$ cat config.mk
export PLATFORM = sky130hd
export DESIGN_NAME = mul_seq
export DESIGN_NICKNAME = d
export VERILOG_FILES = /design/src/rtl/mul_seq.sv
export SDC_FILE = /design/constraint.sdc
export NUM_CORES = 1
export LEC_CHECK = 0
export CORE_ASPECT_RATIO = 1.25
export CORE_MARGIN = 1
export CORE_UTILIZATION = 43
export DETAILED_ROUTE_END_ITERATION = 6
export GPL_TIMING_DRIVEN = 0
export HOLD_SLACK_MARGIN = 0.02
export PLACE_DENSITY_LB_ADDON = 0.25
export SKIP_CTS_REPAIR_TIMING = 1
export SLEW_MARGIN = 10
export SYNTH_ARGS = -nofsm -noshare
export SYNTH_HDL_FRONTEND = slang
export SYNTH_SLANG_ARGS = --single-unit
$ cat constraint.sdc
create_clock -name clk -period 6.5 [get_ports clk]
set_input_delay 1.3 -clock clk [delete_from_list [all_inputs] [get_ports clk]]
set_output_delay 1.3 -clock clk [all_outputs]
set_load 0.02 [all_outputs]
$ cat src/rtl/mul_seq.sv
// mul_seq: sequences framed 8-bit operands from a small FIFO into a 16-bit multiply-accumulate stage
// and presents each frame's truncated product (plus operand count) on a valid/ready result port.

module mul_seq #(
  parameter int DEPTH = 4,
  parameter int CNT_W = 8
) (
  input  logic             clk,
  input  logic             nReset,
  input  logic [7:0]       in_data,
  input  logic             in_last,
  input  logic             in_valid,
  output logic             in_ready,
  output logic [7:0]       mul_a,
  output logic             mul_ce,
  output logic             mul_init,
  input  logic [15:0]      mul_acc,
  output logic [15:0]      res_data,
  output logic [CNT_W-1:0] res_count,
  output logic             res_valid,
  input  logic             res_ready
);

  localparam int AW = (DEPTH > 1) ? $clog2(DEPTH) : 1;
  localparam logic [AW:0]      LP_FILL_FULL = (AW+1)'(DEPTH);
  localparam logic [AW:0]      LP_FILL_ONE  = (AW+1)'(1);
  localparam logic [AW-1:0]    LP_PTR_ONE   = AW'(1);
  localparam logic [CNT_W-1:0] LP_CNT_ONE   = CNT_W'(1);
  localparam logic [CNT_W-1:0] LP_CNT_MAX   = '1;

  typedef enum logic [2:0] {
    S_IDLE,
    S_INIT,
    S_RUN,
    S_DRAIN,
    S_CAPT,
    S_HOLD
  } state_t;

  // Operand FIFO: each entry is {last, data}
  logic [8:0]    r_mem [DEPTH];
  logic [AW-1:0] r_wr_ptr;
  logic [AW-1:0] r_rd_ptr;
  logic [AW:0]   r_fill;
  logic          r_full;
  logic          r_empty;

  logic          w_push;
  logic          w_pop;
  logic [AW:0]   w_fill_next;
  logic [8:0]    w_rd_entry;

  // Sequencer state
  state_t           r_state;
  state_t           w_state_next;
  logic [7:0]       r_mul_a;
  logic [7:0]       w_mul_a_next;
  logic             r_mul_ce;
  logic             w_mul_ce_next;
  logic             w_mul_init;
  logic [CNT_W-1:0] r_cnt;
  logic [CNT_W-1:0] w_cnt_next;
  logic [15:0]      r_res_data;
  logic [15:0]      w_res_data_next;
  logic [CNT_W-1:0] r_res_count;
  logic [CNT_W-1:0] w_res_count_next;
  logic             r_res_valid;
  logic             w_res_valid_next;

  // in_ready only looks at the registered full flag so it never depends on this cycle's pop
  assign in_ready   = nReset & ~r_full;
  assign w_push     = in_valid & in_ready;
  assign w_rd_entry = r_mem[r_rd_ptr];

  always_comb begin
    w_fill_next = r_fill;
    case ({w_push, w_pop})
      2'b10:   w_fill_next = r_fill + LP_FILL_ONE;
      2'b01:   w_fill_next = r_fill - LP_FILL_ONE;
      default: w_fill_next = r_fill;
    endcase
  end

  // Storage has no reset: stale entries are unreachable once the pointers are cleared
  always_ff @(posedge clk) begin
    if (w_push) begin
      r_mem[r_wr_ptr] <= {in_last, in_data};
    end
  end

  always_ff @(posedge clk) begin
    if (!nReset) begin
      r_wr_ptr <= '0;
      r_rd_ptr <= '0;
      r_fill   <= '0;
      r_full   <= 1'b0;
      r_empty  <= 1'b1;
    end else begin
      if (w_push) begin
        r_wr_ptr <= r_wr_ptr + LP_PTR_ONE;
      end
      if (w_pop) begin
        r_rd_ptr <= r_rd_ptr + LP_PTR_ONE;
      end
      r_fill  <= w_fill_next;
      r_full  <= (w_fill_next == LP_FILL_FULL);
      r_empty <= (w_fill_next == '0);
    end
  end

  always_comb begin
    w_state_next     = r_state;
    w_pop            = 1'b0;
    w_mul_init       = 1'b0;
    w_mul_a_next     = r_mul_a;
    w_mul_ce_next    = 1'b0;
    w_cnt_next       = r_cnt;
    w_res_data_next  = r_res_data;
    w_res_count_next = r_res_count;
    w_res_valid_next = r_res_valid;

    case (r_state)
      S_IDLE: begin
        if (!r_empty) begin
          w_state_next = S_INIT;
        end
      end

      S_INIT: begin
        w_mul_init   = 1'b1;
        w_cnt_next   = '0;
        w_state_next = S_RUN;
      end

      S_RUN: begin
        // An empty FIFO mid-frame just inserts a bubble; mul_a keeps its last value
        if (!r_empty) begin
          w_pop         = 1'b1;
          w_mul_a_next  = w_rd_entry[7:0];
          w_mul_ce_next = 1'b1;
          if (r_cnt != LP_CNT_MAX) begin
            w_cnt_next = r_cnt + LP_CNT_ONE;
          end
          if (w_rd_entry[8]) begin
            w_state_next = S_DRAIN;
          end
        end
      end

      S_DRAIN: begin
        w_state_next = S_CAPT;
      end

      S_CAPT: begin
        w_res_data_next  = mul_acc;
        w_res_count_next = r_cnt;
        w_res_valid_next = 1'b1;
        w_state_next     = S_HOLD;
      end

      S_HOLD: begin
        if (res_ready) begin
          w_res_valid_next = 1'b0;
          w_state_next     = S_IDLE;
        end
      end

      default: begin
        w_state_next = S_IDLE;
      end
    endcase
  end

  always_ff @(posedge clk) begin
    if (!nReset) begin
      r_state     <= S_IDLE;
      r_mul_a     <= '0;
      r_mul_ce    <= 1'b0;
      r_cnt       <= '0;
      r_res_data  <= '0;
      r_res_count <= '0;
      r_res_valid <= 1'b0;
    end else begin
      r_state     <= w_state_next;
      r_mul_a     <= w_mul_a_next;
      r_mul_ce    <= w_mul_ce_next;
      r_cnt       <= w_cnt_next;
      r_res_data  <= w_res_data_next;
      r_res_count <= w_res_count_next;
      r_res_valid <= w_res_valid_next;
    end
  end

  assign mul_a     = r_mul_a;
  assign mul_ce    = r_mul_ce;
  assign mul_init  = w_mul_init;
  assign res_data  = r_res_data;
  assign res_count = r_res_count;
  assign res_valid = r_res_valid;

endmodule

# ---- Yosys cells after proc, flatten, opt, wreduce, memory -nomap -nowiden
# Memories as Yosys holds them, arrays and structs flattened. A register that Yosys moved wholly into a read port is not among the register bits.
# Cells that the tools add are included.
dict set report classes {
  n_mux 18
  bitwise 4
  n_reduce_logical 8
  div 0
  multipliers 0
  shifts 0
  n_eq_ne 14
  n_lt_le_gt_ge 0
  n_addsub 5
}
# operator count
set ops {}
lappend ops {{3-bit case mux with 6 select lines} 1}
lappend ops {{8-bit two-way mux} 2}
lappend ops {{8-bit case mux with 2 select lines} 1}
lappend ops {{3-bit two-way mux} 4}
lappend ops {{2-bit != test, second input constant} 5}
lappend ops {{3-bit equality test, second input constant} 3}
lappend ops {{8-bit by 1-bit adder with 8-bit output, second input constant} 1}
lappend ops {{8-bit != test, second input constant} 1}
lappend ops {{3-bit by 2-bit equality test with 1-bit output, second input constant} 2}
lappend ops {{3-bit zero test} 2}
lappend ops {{1-bit two-way mux} 6}
lappend ops {{3-bit case mux with 2 select lines} 1}
lappend ops {{2-bit by 1-bit adder with 2-bit output, second input constant} 2}
lappend ops {{2-bit two-way mux} 2}
lappend ops {{2-bit AND reduction} 2}
lappend ops {{4-bit AND reduction} 1}
lappend ops {{2-bit nonzero test} 2}
lappend ops {{3-bit by 1-bit adder with 3-bit output, second input constant} 1}
lappend ops {{3-bit by 1-bit equality test with 1-bit output, second input constant} 1}
lappend ops {{3-bit AND reduction} 1}
lappend ops {{3-bit by 1-bit subtractor with 3-bit output, second input constant} 1}
lappend ops {{1-bit bitwise AND} 2}
lappend ops {{2-bit by 1-bit equality test with 1-bit output, second input constant} 1}
lappend ops {{2-bit equality test, second input constant} 1}
lappend ops {{2 further kinds} 3}
dict set report totals {
  n_memories 1
  rom_bits 0
  elab_cells 62
  output_inout_bits 36
  ramBits 36
  reg_bits 54
  latch_bits 0
}
# memory depth word_bits read_ports rd_ports_with_merged_regs wr line
set memory_table {}
lappend memory_table {r_mem 4 9 1 1 1 41} ;# logic [8:0] r_mem [DEPTH];

# ---- Logic depth before layout (Yosys ltp)
# Gate-level depths: netlist of run 1.
dict set report logic_depth {
  depth_word 6
  depth_mapped 11
  mapped_depth_nobuf 9
}

# ---- Least setup slack after synthesis of run 1
# Ideal clock, no wire load.
dict set report synth_timing {
  path_type {in2reg}
  start {input port nReset}
  end {register r_full}
  setup_time_ns 0.065
  path_buffers 0
  path_slack_ns 3.041
  stages 9
  t_arrival_ns 3.394
  cell_sequence {nor2b_1 > and2_1 > inv_1 > ha_1 > fa_1 > xnor2_1 > or3_1 > a21oi_1 > nor2b_1}
}
dict set report synth_between {
  elab_chain_len 5
}
# item line
set synth_rtl {}
lappend synth_rtl {{start: declaration} 9} ;# input logic nReset,
lappend synth_rtl {{1-bit bitwise AND} 71} ;# assign in_ready = nReset & ~r_full;
lappend synth_rtl {{1-bit bitwise AND} 72} ;# assign w_push = in_valid & in_ready;
lappend synth_rtl {{2-bit by 1-bit equality test with 1-bit output or 2-bit equality test (tied branches)} 77} ;# case ({w_push, w_pop})
lappend synth_rtl {{3-bit case mux with 2 select lines} 77}
lappend synth_rtl {{3-bit equality test} 106} ;# r_full <= (w_fill_next == LP_FILL_FULL);
lappend synth_rtl {{end signal: assignment} 106}
lappend synth_rtl {{end: declaration} 45} ;# logic r_full;
# Parallel ways exist; a longest one is shown, timed or not.
# A chain may end at the register's enable or synchronous reset.

# ---- Final worst setup path of run 1
dict set report layout_timing {
  start {input port nReset}
  end {output port in_ready}
}
dict set report layout_between {
  elab_chain_len 1
}
# item line
set layout_rtl {}
lappend layout_rtl {{1-bit bitwise AND} 71}
lappend layout_rtl {{end: declaration} 13} ;# output logic in_ready,
# Every way passes these cells.

==> impl_metrics.csv, run 1 <==
group,metric,value,unit
outcome,status,"finished, final reports clean",
clock_network,h-tree-depth,3,
die,rows,36,
power_and_ir_drop,p_per_area,238,mW/mm^2
layout,area_growth,26.5,%
drt,drt-total-wl,6840,um
hold_path,hold_path.class,"register to register",
clock_network,cts.sink_count,92,
timing,tns,0,ns
yosys,synth-edff-count,36,
global_route,grt_remaining_overflow,0,
layout,layout.nets,425,
place,dpl_worst_slack,2.27,ns
layout,drive_gt1_share,9.14,%
place,hpwl,4880,um
clock_network,clk_pin_slew,0.10,ns
global_route,grt_first_pass_wirelength,11000,um
yosys,ys_seq_area_share,62.1,%
yosys,yosysTopAreaCellShare,31.6,%
die,die_w,83.2,um
timing,skew,0.0101,ns
yosys,synth.cell_area,0.00354,sq mm
place,place_inst,473,
yosys,async_flop_share,0,%
drt,num_vias,2467,
global_route,antenna_found_initial,0,
worst_setup_path,critPathMaxFanout,6,
timing,final.min_clock_period,4.24,ns
die,initial_utilization,45.0,%
place,placed_area,0.00430,sq mm
drt,final_antenna_net_count,0,
drt,vias_per_cell,5.04,
layout,finalNonFillerCells,489,
power_and_ir_drop,vdd_drop_max,0.169,mV
yosys,syn-num-nets,350,
clock_network,clk_latency,0.36,ns
worst_setup_path,cp.required,5.20,ns
drt,routedWlPerCell,14.0,um
die,ioPinCount,65,
layout,final_area,0.00448,sq mm
place,io_buffer_count,64,
yosys,yosysWarnings,0,
clock_network,clockBufferDepth,2,
die,core_area,0.00788,sq mm
drt,drcViolationCount,0,
clock_network,numCtsBuffers,9,
yosys,synth-main-ff-cell,"dfxtp_1",
worst_setup_path,arrival,2.94,ns
layout,n_antenna_cell,0,
drt,drt_iter0_markers,122,
yosys,ys_types,43,
timing,relSlewSlack,62.5,%
timing,fmax,0.236,GHz
yosys,synth.avg_cell_area,11.3,sq um
layout,fillers,658,
timing,setup_ws,2.26,ns
yosys,yosys.area.top_type,"dfxtp_1",
timing,hold_viol,0,
clock_network,cts-root-buf,"clkbuf_8",
timing,rsz0062_at_grt,"no",
yosys,synth_cells,314,
clock_network,cts_tree,"yes",
yosys,synth.area.top_cells,"dfxtp_1 32%, edfxtp_1 31%, nand2_1 7.4%, mux4_2 5.7%, a21oi_1 5.6%",
global_route,grt_max_degree,18,
die,die_area,0.00861,sq mm
job,max_cap_violations,0,
timing,setup_viol_count_final,0,
power_and_ir_drop,leakage,1.50,nW
worst_setup_path,cp-end-kind,"primary output",
timing,drv_slew,0,
drt,drtPass1Iterations,4,
yosys,ys_seq_elements,92,
place,gp_congestion,0.723,
timing,worst_pin_slew,0.562,ns
timing,finalCritPeriodShare,65.2,%
global_route,grt_pass1_vias,2329,
die,dieHeight,103,um
worst_setup_path,critical_path_class,"input pin to primary output",
worst_setup_path,critPathLaunchType,"input pin",
global_route,grt_usage,17.0,%
-- cell families (layout without fill, tap and decap cells) --
kind of cell               count (synthesis)  in the layout  share of synthesized area [%]
adders and majority gates                  7              7                           2.68
DFF                                       92             92                           62.1
muxes                                     10             10                           6.00
and+or+nand+nor                          122            122                           15.9
xor gates and xnor gates                   6              6                           1.48
AOI/OAI and AO/OA                         54             54                           8.47
buffers and inverters                     23            103                           3.28
-- cell usage after synthesis, types with 3 or more instances --
cell / number
nand2_1: 70
dfxtp_1: 56
mux4_2: 9
and3_1: 7
nor2_1: 16
xnor2_1: 4
buf_6: 3
clkbuf_1: 10
nand3_1: 4
inv_1: 6
o21ai_0: 3
nor2b_1: 3
a21oi_1: 40
edfxtp_1: 36
nand2b_1: 4
ha_1: 6
-- state kept, by name, indices dropped and copies added (netlist names), 2 cells and up, named ones only --
signal and cells:
r_fill 3, r_mem 36, res_data 16, mul_a 8, r_state 3, r_rd_ptr 2, r_cnt 8, res_count 8
r_wr_ptr 2
-- per-stage QoR --
stage	util, %	total power [mW]	hold slack, ns
3_3_place_gp	54.6	0.727	0.442
4_1_cts	56.9	1.08	0.459
3_5_place_dp	54.6	0.729	0.445
6_report	56.9	1.07	0.456
2_1_floorplan	-	0.687	0.421
5_1_grt	56.9	1.11	0.479
-- per-layer routing --
| layer | track usage, % | up-vias | wire length, um |
|---|---|---|---|
| li1 | - | 1258 | - |
| met1 | 19.6 | 1145 | 2970 |
| met2 | 29.8 | 55 | 3500 |
| met3 | 4.68 | 9 | 285 |
| met4 | 7.82 | 0 | 93 |
| met5 | 0 | - | 0 |
-- worst max-delay path: stages --
cell	delay (ns)
clkdlybuf4s50_1	0.60
nor2b_1	0.37
clkdlybuf4s50_1	0.68
-- cell type report --
type	instances	area [sq um]	share of cell area, %
well taps	95	119	2.65
clock buffers	9	124	2.76
inverters	8	35.0	0.781
flip-flops and latches	92	2200	49.1
multi-input cells	199	1220	27.3
plain buffers	15	81.3	1.81
clock inverters	7	56.3	1.26
repair buffers	64	641	14.3
-- path summary, 6_finish.rpt --
path | start | end | slack (ns) | cells past startpoint
worst max register to register | r_state[0] | r_full | 3.86 | 11
worst min-delay path | res_data[5] | res_data[5] | 0.46 | 2
worst max-delay path | nReset | in_ready | 2.26 | 3
worst min register to register | res_data[5] | res_data[5] | 0.46 | 2
-- where the power goes --
part | total, mW | leakage, nW | switching, mW | internal, mW
Clock | 0.353 | 0.0872 | 0.209 | 0.144
Combinational | 0.0923 | 0.638 | 0.0457 | 0.0466
Sequential | 0.622 | 0.779 | 0.00880 | 0.613
Total | 1.07 | 1.50 | 0.264 | 0.804
-- cells in the final DEF (no fill, tap or decap), types with 3 or more instances in the layout --
master / Yosys / routed
clkdlybuf4s50_1: 0 / 64
xnor2_1: 4 / 4
clkbuf_8: 0 / 9
mux4_2: 9 / 9
ha_1: 6 / 6
and3_1: 7 / 7
clkbuf_1: 10 / 10
o21ai_0: 3 / 3
inv_1: 6 / 6
dfxtp_1: 56 / 56
nand3_1: 4 / 4
nand2_1: 70 / 70
inv_6: 0 / 4
buf_6: 3 / 3
nor2b_1: 3 / 3
nand2b_1: 4 / 4
edfxtp_1: 36 / 36
nor2_1: 16 / 16
a21oi_1: 40 / 40
Power figures use the tool's default switching activity.
==> run 2: changes to the inputs <==
==> constraint.sdc (replaced) <==
create_clock -name clk -period 4.1 [get_ports clk]
set_input_delay 0.82 -clock clk [delete_from_list [all_inputs] [get_ports clk]]
set_output_delay 0.82 -clock clk [all_outputs]
set_load 0.02 [all_outputs]
==> results of run 2 <==
The final DEF is identical to that of run 1. Status: finished, final reports clean.
Main changes from that run: setup slack after placement 2.27 ns -> 0.512 ns; setup slack after layout 2.26 ns -> 0.819 ns; register-to-register setup slack 3.86 ns -> 1.46 ns; total power 1.07 mW -> 1.69 mW; worst IR drop on VDD 0.169 mV -> 0.269 mV
==> run 3: changes to the inputs <==
==> constraint.sdc (replaced) <==
create_clock -name clk -period 3 [get_ports clk]
set_input_delay 0.6 -clock clk [delete_from_list [all_inputs] [get_ports clk]]
set_output_delay 0.6 -clock clk [all_outputs]
set_load 0.02 [all_outputs]
==> impl_metrics.csv, run 3 (same netlist as run 1, synthesis figures left out) <==
group,metric,value,unit
place,io_buffer_count,64,
worst_setup_path,cp.required,3.30,ns
timing,skew,0.00959,ns
die,ioPinCount,65,
layout,layout.nets,425,
worst_setup_path,cp-end-kind,"register",
drt,drtPass1Iterations,4,
die,die_area,0.00861,sq mm
power_and_ir_drop,p_int,1.74,mW
layout,fillers,655,
drt,drcViolationCount,0,
die,core_area,0.00788,sq mm
power_and_ir_drop,power_frac_seq,58.2,%
drt,final_antenna_net_count,0,
timing,relSlewSlack,63.0,%
place,place_inst,473,
drt,num_vias,2471,
place,gp_congestion,0.723,
worst_setup_path,critical_path_class,"register to register",
power_and_ir_drop,power_switching,0.574,mW
outcome,status,"finished, final reports clean",
drt,drt_iter0_markers,107,
timing,rsz0062_at_grt,"no",
layout,finalNonFillerCells,489,
job,max_cap_violations,0,
die,initial_utilization,45.0,%
layout,final_common_cell,"nand2_1",
layout,area_growth,26.8,%
drt,routedWlPerCell,14.0,um
global_route,grt_max_degree,18,
die,die_w,83.2,um
clock_network,numCtsBuffers,9,
global_route,grt_first_pass_wirelength,11000,um
timing,drv_slew,0,
layout,final_cell_mix,"70 x nand2_1, 63 x clkdlybuf4s50_1, 56 x dfxtp_1",
place,hpwl,4880,um
clock_network,cts_tree,"yes",
layout,drive_gt1_share,9.39,%
drt,drt-total-wl,6860,um
worst_setup_path,critPathMaxFanout,10,
timing,hold_viol,0,
clock_network,clk_latency,0.36,ns
power_and_ir_drop,vdd_drop_max,0.367,mV
timing,worst_pin_slew,0.555,ns
global_route,grt_pass1_vias,2329,
clock_network,h-tree-depth,3,
clock_network,cts-root-buf,"clkbuf_8",
clock_network,clk_pin_slew,0.10,ns
power_and_ir_drop,leakage,1.52,nW
power_and_ir_drop,clkPwrFrac,33.1,%
hold_path,hold_path.class,"register to register",
die,dieHeight,103,um
global_route,grt_remaining_overflow,0,
layout,final_util,57.0,%
drt,vias_per_cell,5.05,
power_and_ir_drop,switching_share,24.8,%
worst_setup_path,arrival,2.94,ns
timing,tns,0,ns
power_and_ir_drop,p_per_area,516,mW/mm^2
layout,multi_input_area,0.00123,sq mm
layout,regMostFlops,"r_mem",
layout,n_antenna_cell,0,
timing,final.min_clock_period,2.64,ns
clock_network,cts.sink_count,92,
global_route,antenna_found_initial,0,
timing,setup_viol_count_final,0,
die,rows,36,
clock_network,clockBufferDepth,2,
global_route,grt_usage,17.0,%
timing,fmax,0.378,GHz
layout,largest_register_ffs,36,
power_and_ir_drop,combPwrFrac,8.7,%
layout,seqCellArea,0.00220,sq mm
worst_setup_path,critPathLaunchType,"register",
timing,finalCritPeriodShare,88.1,%
-- run 3: path summary, 6_finish.rpt --
path / start / depth (start not counted) / slack, ns / end
worst max register to register: r_state[0] / 11 / 0.36 / r_full
worst max-delay path: r_state[0] / 11 / 0.36 / r_full
worst min-delay path: res_data[5] / 2 / 0.46 / res_data[5]
worst min register to register: res_data[5] / 2 / 0.46 / res_data[5]
-- run 3: per-stage QoR --
| step | hold slack, ns | area [sq um] | worst slack (ns) | power [mW] |
|---|---|---|---|---|
| floorplan | 0.421 | 3540 | 0.241 | 1.49 |
| global placement | 0.442 | 4300 | -0.381 | 1.58 |
| detailed placement | 0.445 | 4300 | -0.368 | 1.58 |
| CTS | 0.459 | 4480 | -0.0183 | 2.34 |
| global route | 0.479 | 4490 | 0.215 | 2.42 |
| finish | 0.456 | 4490 | 0.358 | 2.32 |
-- run 3: layer usage --
layer	wire length [um]	global-route usage (%)	vias up
li1	-	-	1257
met1	2950	19.6	1145
met2	3500	29.8	60
met3	307	4.68	9
met4	93	7.82	0
met5	0	0	-
-- run 3: worst max-delay path, cell delays in order, from the launching register on --
cell and delay [ns]:
dfxtp_1 0.32, buf_6 0.13, or4b_4 0.52, buf_6 0.15, clkinv_4 0.05, buf_2 0.22
ha_1 0.24, fa_1 0.19, xnor2_1 0.07, or3_1 0.31, a21oi_1 0.23, nor2b_1 0.15
-- run 3: power groups by stage --
| stage | clock network, mW | registers (mW) | logic [mW] |
|---|---|---|---|
| 6_report | 0.767 | 1.35 | 0.201 |
| 5_1_grt | 0.842 | 1.35 | 0.221 |
| 4_1_cts | 0.787 | 1.35 | 0.203 |
| 3_5_place_dp | 0 | 1.38 | 0.202 |
| 3_3_place_gp | 0 | 1.38 | 0.199 |
| 2_1_floorplan | 0 | 1.38 | 0.107 |
-- run 3: layout make-up --
cell class              instances  share of cell area (%)
repair buffers                 64                    14.3
plain buffers                  15                    1.81
well taps                      95                    2.65
inverters                       8                   0.780
clock buffers                   9                    2.76
clock inverters                 7                    1.25
flip-flops and latches         92                    49.0
multi-input cells             199                    27.4
